`src/rtl/div_radix2_iter.sv`:
```
// Iterative radix-2 restoring divider for DIV/DIVU in the Execute stage.
// Resolves one quotient bit per cycle, stalls the pipeline while busy and holds its result until E advances.
module div_radix2_iter #(
    parameter int WIDTH = 32
) (
    input  logic             clk,
    input  logic             resetn,
    input  logic             startE,
    input  logic             signedE,
    input  logic [WIDTH-1:0] src_aE,
    input  logic [WIDTH-1:0] src_bE,
    input  logic             cancel,
    input  logic             hold,
    output logic             div_stall,
    output logic             div_valid,
    output logic [WIDTH-1:0] quo,
    output logic [WIDTH-1:0] rem
);

    localparam int CNTW = $clog2(WIDTH) + 1;

    typedef enum logic [1:0] {
        IDLE,
        BUSY,
        DONE
    } state_t;

    state_t            state_q;
    logic [CNTW-1:0]   cnt_q;
    logic [WIDTH-1:0]  dvd_q;
    logic [WIDTH-1:0]  dvs_q;
    logic [WIDTH-1:0]  prem_q;
    logic [WIDTH-1:0]  quo_q;
    logic [WIDTH-1:0]  rem_q;
    logic              qneg_q;
    logic              rneg_q;
    logic              valid_q;

    logic [WIDTH-1:0]  absA;
    logic [WIDTH-1:0]  absB;
    logic [WIDTH:0]    shifted;
    logic [WIDTH:0]    diff;
    logic              qbit;
    logic [WIDTH-1:0]  prem_d;
    logic [WIDTH-1:0]  dvd_d;
    logic              lastStep;

    // The dividend register doubles as the quotient accumulator: each step shifts out one
    // dividend bit into the partial remainder and shifts the new quotient bit in at the bottom.
    always_comb begin
        absA     = (signedE && src_aE[WIDTH-1]) ? -src_aE : src_aE;
        absB     = (signedE && src_bE[WIDTH-1]) ? -src_bE : src_bE;
        shifted  = {prem_q, dvd_q[WIDTH-1]};
        diff     = shifted - {1'b0, dvs_q};
        qbit     = ~diff[WIDTH];
        prem_d   = qbit ? diff[WIDTH-1:0] : shifted[WIDTH-1:0];
        dvd_d    = {dvd_q[WIDTH-2:0], qbit};
        lastStep = (cnt_q == CNTW'(WIDTH - 1));
    end

    assign div_stall = (((state_q == IDLE) && startE) || (state_q == BUSY)) && !cancel;
    assign div_valid = valid_q;
    assign quo       = quo_q;
    assign rem       = rem_q;

    // A flush overrides everything; quo/rem are left as-is because valid gates them.
    always_ff @(posedge clk) begin
        if (!resetn) begin
            state_q <= IDLE;
            cnt_q   <= '0;
            dvd_q   <= '0;
            dvs_q   <= '0;
            prem_q  <= '0;
            quo_q   <= '0;
            rem_q   <= '0;
            qneg_q  <= 1'b0;
            rneg_q  <= 1'b0;
            valid_q <= 1'b0;
        end else if (cancel) begin
            state_q <= IDLE;
            valid_q <= 1'b0;
        end else begin
            case (state_q)
                IDLE: begin
                    if (startE) begin
                        state_q <= BUSY;
                        cnt_q   <= '0;
                        dvd_q   <= absA;
                        dvs_q   <= absB;
                        prem_q  <= '0;
                        qneg_q  <= (src_aE[WIDTH-1] ^ src_bE[WIDTH-1]) & signedE;
                        rneg_q  <= src_aE[WIDTH-1] & signedE;
                    end
                end
                BUSY: begin
                    dvd_q  <= dvd_d;
                    prem_q <= prem_d;
                    cnt_q  <= cnt_q + CNTW'(1);
                    if (lastStep) begin
                        state_q <= DONE;
                        valid_q <= 1'b1;
                        quo_q   <= qneg_q ? -dvd_d : dvd_d;
                        rem_q   <= rneg_q ? -prem_d : prem_d;
                    end
                end
                DONE: begin
                    // startE is still high here for the same instruction, so never restart.
                    if (!hold) begin
                        state_q <= IDLE;
                        valid_q <= 1'b0;
                    end
                end
                default: begin
                    state_q <= IDLE;
                    valid_q <= 1'b0;
                end
            endcase
        end
    end

endmodule

```
`config.mk`:
```
export PLATFORM = sky130hd
export DESIGN_NAME = div_radix2_iter
export DESIGN_NICKNAME = d
export VERILOG_FILES = /design/src/rtl/div_radix2_iter.sv
export SDC_FILE = /design/constraint.sdc
export NUM_CORES = 1
export LEC_CHECK = 0
export ABC_AREA = 1
export BUFFER_PORTS_ARGS = -buffer_cell sky130_fd_sc_hd__buf_2
export CORE_MARGIN = 2
export CORE_UTILIZATION = 31
export CTS_CLUSTER_DIAMETER = 60
export DETAILED_ROUTE_END_ITERATION = 12
export SKIP_LAST_GASP = 1
export SLEW_MARGIN = 20
export SYNTH_ARGS = -nofsm -noshare
export SYNTH_HDL_FRONTEND = slang
export SYNTH_SLANG_ARGS = --single-unit
```
`constraint.sdc`:
```
create_clock -name clk -period 5 [get_ports clk]
set_clock_uncertainty 0.15 [all_clocks]
set_input_delay 1 -clock clk [delete_from_list [all_inputs] [get_ports clk]]
set_output_delay 1 -clock clk [all_outputs]
set_load 0.005 [all_outputs]
```
# After elaboration in Yosys (flattened, before gate mapping)
# Cells that the tools add are included.
[totals]
inputBits = 70
output_inout_bits = 66
n_memories = 0
rom_bits = 0
regBits = 171
latch_bits = 0
ram_bits = 0
[op_classes]
n_addsub = 6
magnitude_cmp = 0
n_reduce_logical = 14
div_mod_pow = 0
eq_ne = 6
n_mul = 0
n_mux = 18
bitwise_logic = 7
n_shift = 0
[op_table]
columns = ["cell", "count"]
rows = [
  ["$mux 32", 7],
  ["$neg 32->32", 4],
  ["$pmux 32 s2", 2],
  ["$sub 33x32->33", 1],
  ["$reduce_and 3->1", 5],
  ["$pmux 6 s2", 1],
  ["$add 6x1->6 const B", 1],
  ["$eq 6x5->1 const B", 1],
  ["$mux 2", 3],
  ["$mux 6", 1],
  ["$ne 2x2->1 const B", 3],
  ["$pmux 2 s3", 1],
  ["$logic_and 1x1->1", 4],
  ["$not 1->1", 4],
  ["$pmux 1 s3", 1],
  ["$and 1x1->1", 2],
  ["$eq 2x1->1 const B", 1],
  ["$eq 2x2->1 const B", 1],
  ["$logic_not 2->1", 1],
  ["$mux 1", 2],
  ["$reduce_bool 2->1", 1],
  ["$reduce_or 2->1", 1],
  ["$logic_not 1->1", 1],
  ["$logic_or 1x1->1", 1],
  ["$xor 1x1->1", 1],
]

# Logic depth before layout (Yosys ltp)
# Gate-level depths: netlist of run 1.
[depth]
depth_word = 4
ltp_mapped = 28
ltp_nobuf = 27

# Least setup slack after synthesis of run 1
# Ideal clock, no wire load.
[synth_path]
path_type = "flip-flop to flip-flop"
from = "register dvd_q[31]"
to = "register quo_q[30] (netlist: quo[30])"
arrival_time_ps = 3679
path_stages_with_launch = 29
n_path_buf = 1
synth_period_minus_slack_ps = 3887
setup_slack_ps = 1113
path_cell_list = "dfxtp_1 -> inv_1 -> ha_1 -> fa_1 -> inv_1 -> nand2_1 -> nand2_1 -> nand3_1 -> nand2_1 -> nand2_1 -> nand2_2 -> nand2_4 -> nand2_4 -> nand2_4 -> nand2_4 -> buf_2 -> ha_1 -> nand2_1 -> nor3_1 -> nand3_1 -> nor3b_1 -> nand4_1 -> nor3_1 -> nor2_1 -> a21oi_1 -> a21oi_1 -> o21ai_0 -> o211ai_1 -> inv_1"
[synth_between]
elab_chain_cells = 4
[synth_rtl]
columns = ["item", "line", "rtl"]
rows = [
  ["start: declaration", "30", "logic [WIDTH-1:0] dvd_q;"],
  ["start signal: assignment", "88", "dvd_q <= absA;"],
  ["start signal: assignment", "96", "dvd_q <= dvd_d;"],
  ["$sub 33x32->33", "54", "diff = shifted - {1'b0, dvs_q};"],
  ["$not 1->1", "55", "qbit = ~diff[WIDTH];"],
  ["$neg 32->32", "102", "quo_q <= qneg_q ? -dvd_d : dvd_d;"],
  ["$mux 32", "102", ""],
  ["end signal: assignment", "102", ""],
  ["end: declaration", "33", "logic [WIDTH-1:0] quo_q;"],
]
# Every way passes these cells.
# A chain may end at the register's enable or synchronous reset.

# Final worst setup path of run 1
# Ends and elaborated chain as after synthesis.

==> impl_metrics.toml, run 1 <==
[routing]
dr.pass1.iters = 6
vias = 13394
routed_wl_um = 42700
drc_errors = 0
routedWlPerCell_um = 15.7
via_per_inst = 4.94
ant_nets = 0
drt_iter0_markers = 1052

[logic_synthesis]
synth.most_common_cell = "nand2_1"
synth_edf_count = 0
ys_top_cells_by_area = "dfxtp_1, nand2_1, inv_1"
ys_types = 54
postSynthCellCount = 2083
yosysTopAreaCell = "dfxtp_1"
synthFlopType = "dfxtp_1"
syn_area_per_cell_um2 = 6.01
synth_top_area_share_pct = 27.3
synth_nets = 2191
ys_seq_area_share_pct = 27.3
yosys_register_bits = 171
synthTopCellsByCount = "nand2_1, inv_1, nor2_1"
netlist_area_um2 = 12500
synthArstFlopShare_pct = 0
ys_warn_count = 0

[setup_path]
start_kind = "flip-flop"
cp.arrival_ps = 4580
cpPeakStageDelay_ps = 410
worst-setup-path-type = "reg2reg"
crit_required_ps = 5240
cp_max_fo = 10
critPathSlowestCell = "fa_1"
cpMostUsedCell = "nand2_1"
critPathCaptureType = "flip-flop"

[placed_design]
hpwl_um = 33000
dp_cells = 2681
gp_congestion = 0.949
io_buffers = 135

[power_and_ir_drop]
power_frac_clock_pct = 33.0
power.internal_mw = 2.48
power_frac_comb_pct = 32.0
ir_worst_vdd_mv = 0.229
power.share.switching_pct = 39.7
power_frac_seq_pct = 35.0
power_density_nw_per_um2 = 289
leakagePower_nw = 7.10
p_total_mw = 4.12
switchingPower_mw = 1.64

[sta]
max_freq_ghz = 0.230
rsz0062_at_grt = "false"
slew_headroom_pct = 30.0
setup_tns_ps = 0
whs_ps = 312
period_needed_ps = 4340
setup_viol = 0
tightestPinTransition_ps = 1050
final_max_slew_viol_count = 0
hold_viol = 0
post-route-period-util_pct = 86.9

[global_route]
grt_start_max_net_pins = 101
grt-ovfl-total = 0
grt_pass1_vias = 12377
grt_pass1_wl_um = 67400
grt_antenna_before_repair = 1
track_usage_pct = 20.4

[finish]
fin_nets = 2283
ff_latch_area_um2 = 3420
multi_input_area_um2 = 7700
layoutNonFillerInstCount = 2714
drive_above_1_share_pct = 11.2
area_growth_pct = 13.7
fill_cells = 4405

[worst_hold_path]
holdCritPathClass = "reg2reg"

[clock_network]
clkTransAtPathRegs_ps = 70
tritoncts = "done"
post_cts_buffers = 0
cts_resized = 0
cts-htree-levels = 4
clock_latency_ps = 450
root_buffer = "clkbuf_16"
cts_buffers = 17
cts_buffer_depth = 2
numClockSinks = 171
hold_buffers = 0

[floorplanning]
die_h_um = 205
fp-row-count = 73
die-area_um2 = 42000
core_um2 = 39800
initial_core_util_pct = 31.4
die_w_um = 205
pin_count = 136

[run_status]
status = "finished, final reports clean"

[flow_run]
cap_viol_max_count = 0
==> worst max-delay path: cells and delay by family, from the launching register on <==
kind | cells | cell delay, ps
AND/OR/NAND/NOR | 17 | 2350
adder cells (fa/ha/maj) | 3 | 810
AO/OA/AOI/OAI | 4 | 460
flip-flops | 1 | 310
buffers and inverters | 3 | 230
==> sequential cells by signal, summed over array words and instances, names as in the netlist, 2 cells and up <==
| register | cells |
|---|---|
| state_q | 2 |
| rem | 32 |
| cnt_q | 6 |
| dvd_q | 32 |
| dvs_q | 32 |
| quo | 32 |
| prem_q | 32 |
==> logic make-up after synthesis <==
| logic type | count (synthesis) | share of synthesized area (%) |
|---|---|---|
| and+or+nand+nor | 1043 | 35.2 |
| AOI/OAI and AO/OA | 414 | 18.4 |
| xor gates and xnor gates | 56 | 3.92 |
| DFF | 171 | 27.3 |
| buffers and inverters | 361 | 11.3 |
| adders and majority gates | 38 | 3.86 |
==> metal layers <==
metal,GRT usage [%],up-vias,wire [µm]
met5,0,-,0
met2,33.7,380,19800
met4,6.71,0,1070
met3,2.80,59,2180
met1,27.2,6054,19600
li1,-,6901,-
==> per-stage QoR <==
step                      utilization (%)  instance area, µm²  setup slack [ps]
after floorplan                         -               12500              1110
after global placement               34.2               13600               802
after detailed placement             34.2               13600               727
after CTS                            35.7               14200               675
after global routing                 35.7               14200               104
final                                35.7               14200               657
==> final cells by class <==
class,count,share of cell area [%]
diodes,1,0.0176
repair buffers,148,5.52
flip-flops and latches,171,24.1
well taps,525,4.62
clock buffers,18,3.09
clock inverters,14,1.07
inverters,286,7.54
multi-input cells,1551,54.1
==> path summary, 6_finish.rpt <==
kind / from / to / slack, ps / cells past startpoint
hold reg to reg: div_valid / div_valid / 310 / 2
hold / removal: div_valid / div_valid / 310 / 2
setup reg to reg: dvd_q[31] / quo[30] / 660 / 27
setup / recovery: dvd_q[31] / quo[30] / 660 / 27
==> placed cells by master, fill, tap and decap left out, types with 8 or more instances in the layout <==
cell,netlist,layout
nand2_1,593,593
inv_1,277,277
nor2_1,225,222
a21oi_1,173,173
dfxtp_1,171,171
o21ai_0,136,136
buf_2,6,135
nand3_1,104,104
xor2_1,38,38
o211ai_1,37,37
ha_1,37,37
nor3_1,33,33
nand2_2,21,21
o22ai_1,20,20
xnor2_1,18,18
clkbuf_16,0,17
buf_4,3,12
nor2_2,9,11
nand3b_1,11,11
nand4_1,10,10
o21ai_1,10,10
a31oi_1,8,8
==> power by group through the flow <==
stage          Clock (mW)  Sequential, mW  Combinational, mW
2_1_floorplan           0            1.46              0.949
3_3_place_gp            0            1.47               1.29
3_5_place_dp            0            1.47               1.30
4_1_cts              1.39            1.44               1.30
5_1_grt              1.45            1.45               1.48
6_report             1.36            1.44               1.32
Note: power is estimated with default switching activity, not from simulation.
==> run 2: changes to the inputs <==
- CORE_ASPECT_RATIO: unset -> 0.7
==> impl_metrics.toml, run 2 (synthesis gave the netlist of run 1 again) <==
[run_status]
status = "finished, final reports clean"

[sta]
setup_tns_ps = 0
slew_headroom_pct = 36.9
setup_viol = 0
timing.final.ws_setup_ps = 764
hold_viol = 0
max_freq_ghz = 0.236
period_needed_ps = 4240
whs_ps = 308
tightestPinTransition_ps = 945
rsz0062_at_grt = "false"
final_max_slew_viol_count = 0
post-route-period-util_pct = 84.7

[global_route]
grt_antenna_before_repair = 3
grt_pass1_vias = 12072
grt-ovfl-total = 0
track_usage_pct = 20.4
grt_start_max_net_pins = 81
grt_pass1_wl_um = 67000

[routing]
vias = 13530
routed_wl_um = 43100
ant_nets = 0
drc_errors = 0
via_per_inst = 4.97
routedWlPerCell_um = 15.8
dr.pass1.iters = 6
drt_iter0_markers = 1175

[clock_network]
numClockSinks = 171
post_cts_buffers = 0
tritoncts = "done"
clkTransAtPathRegs_ps = 80
cts_buffer_depth = 2
cts_buffers = 17
clock_latency_ps = 470
cts-htree-levels = 4
root_buffer = "clkbuf_16"

[setup_path]
cpPeakStageDelay_ps = 410
critPathSlowestCell = "fa_1"
reg2reg_to = "quo[30]"
cp.arrival_ps = 4500
rrSetupSlack_ps = 760
reg2regPathDepth = 27
critPathCaptureType = "flip-flop"
start_kind = "flip-flop"
crit_required_ps = 5270
regToRegStartpoint = "dvd_q[31]"
cp_max_fo = 10
cpMostUsedCell = "nand2_1"
worst-setup-path-type = "reg2reg"

[placed_design]
hpwl_um = 33500
gp_congestion = 0.952
io_buffers = 135
post-place-ws_ps = 697
dp_cells = 2691

[finish]
area_growth_pct = 13.6
fin_nets = 2283
final_cell_mix = "nand2_1, inv_1, nor2_1"
final_common_cell = "nand2_1"
drive_above_1_share_pct = 11.1
fill_cells = 4320
layoutNonFillerInstCount = 2725

[power_and_ir_drop]
power_frac_clock_pct = 32.3
p_total_mw = 4.11
power_frac_seq_pct = 35.1
power.share.switching_pct = 39.2
power_frac_comb_pct = 32.5
power_density_nw_per_um2 = 289
ir_worst_vdd_mv = 0.281
leakagePower_nw = 7.09
power.internal_mw = 2.50
switchingPower_mw = 1.61

[flow_run]
cap_viol_max_count = 0

[floorplanning]
pin_count = 136
die_h_um = 172
core_um2 = 39800
die-area_um2 = 42000
fp-row-count = 61
initial_core_util_pct = 31.5
die_w_um = 244

[worst_hold_path]
holdCritPathClass = "reg2reg"
holdCritStartpoint = "div_valid"
min_path_cells = 2
holdPathEnd = "div_valid"
-- run 2: worst max-delay path, delay by kind of cell (launching register included) --
family | cells | cell delay (ps)
AOI/OAI and AO/OA | 4 | 470
adders and majority gates | 3 | 810
buffers and inverters | 3 | 220
DFF | 1 | 310
and+or+nand+nor | 17 | 2240
-- run 2: power groups by stage --
stage / Combinational [mW] / Clock [mW] / Sequential, mW
6_report: 1.34 / 1.33 / 1.44
5_1_grt: 1.49 / 1.41 / 1.45
4_1_cts: 1.31 / 1.36 / 1.44
3_5_place_dp: 1.30 / 0 / 1.47
3_3_place_gp: 1.29 / 0 / 1.47
2_1_floorplan: 0.949 / 0 / 1.46
-- run 2: final cells by class --
| class | instances | area [µm²] | share of cell area (%) |
|---|---|---|---|
| clock inverters | 13 | 133 | 0.932 |
| well taps | 535 | 669 | 4.70 |
| flip-flops and latches | 171 | 3420 | 24.1 |
| clock buffers | 19 | 433 | 3.04 |
| multi-input cells | 1551 | 7700 | 54.1 |
| repair buffers | 148 | 786 | 5.52 |
| inverters | 286 | 1070 | 7.55 |
| diodes | 2 | 5.00 | 0.0352 |
-- run 2: stage by stage --
stage          util [%]  area (µm²)
2_1_floorplan         -       12500
3_3_place_gp       34.3       13700
3_5_place_dp       34.3       13700
4_1_cts            35.8       14200
5_1_grt            35.8       14200
6_report           35.8       14200
-- run 2: worst max-delay path by stage --
| stage | slack (ps) | startpoint | end |
|---|---|---|---|
| after global placement | 800 | dvd_q[31] | quo[30] |
| after detailed placement | 700 | dvd_q[31] | quo[30] |
| after global routing | 190 | dvd_q[31] | quo[30] |
| after floorplan | 1110 | dvd_q[31] | quo[30] |
| after CTS | 660 | dvd_q[31] | quo[30] |
| final | 760 | dvd_q[31] | quo[30] |
-- run 2: layer usage --
layer	global-route usage [%]	wire length [µm]
met5	0	7
met4	5.46	758
met3	4.59	3150
met1	29.3	21100
met2	30.5	18000
-- run 2: repair_timing --
item / in CTS / in global routing
gates resized for setup: 0 / 1
setup endpoints to repair: 0 / 2
hold buffers: 0 / 0
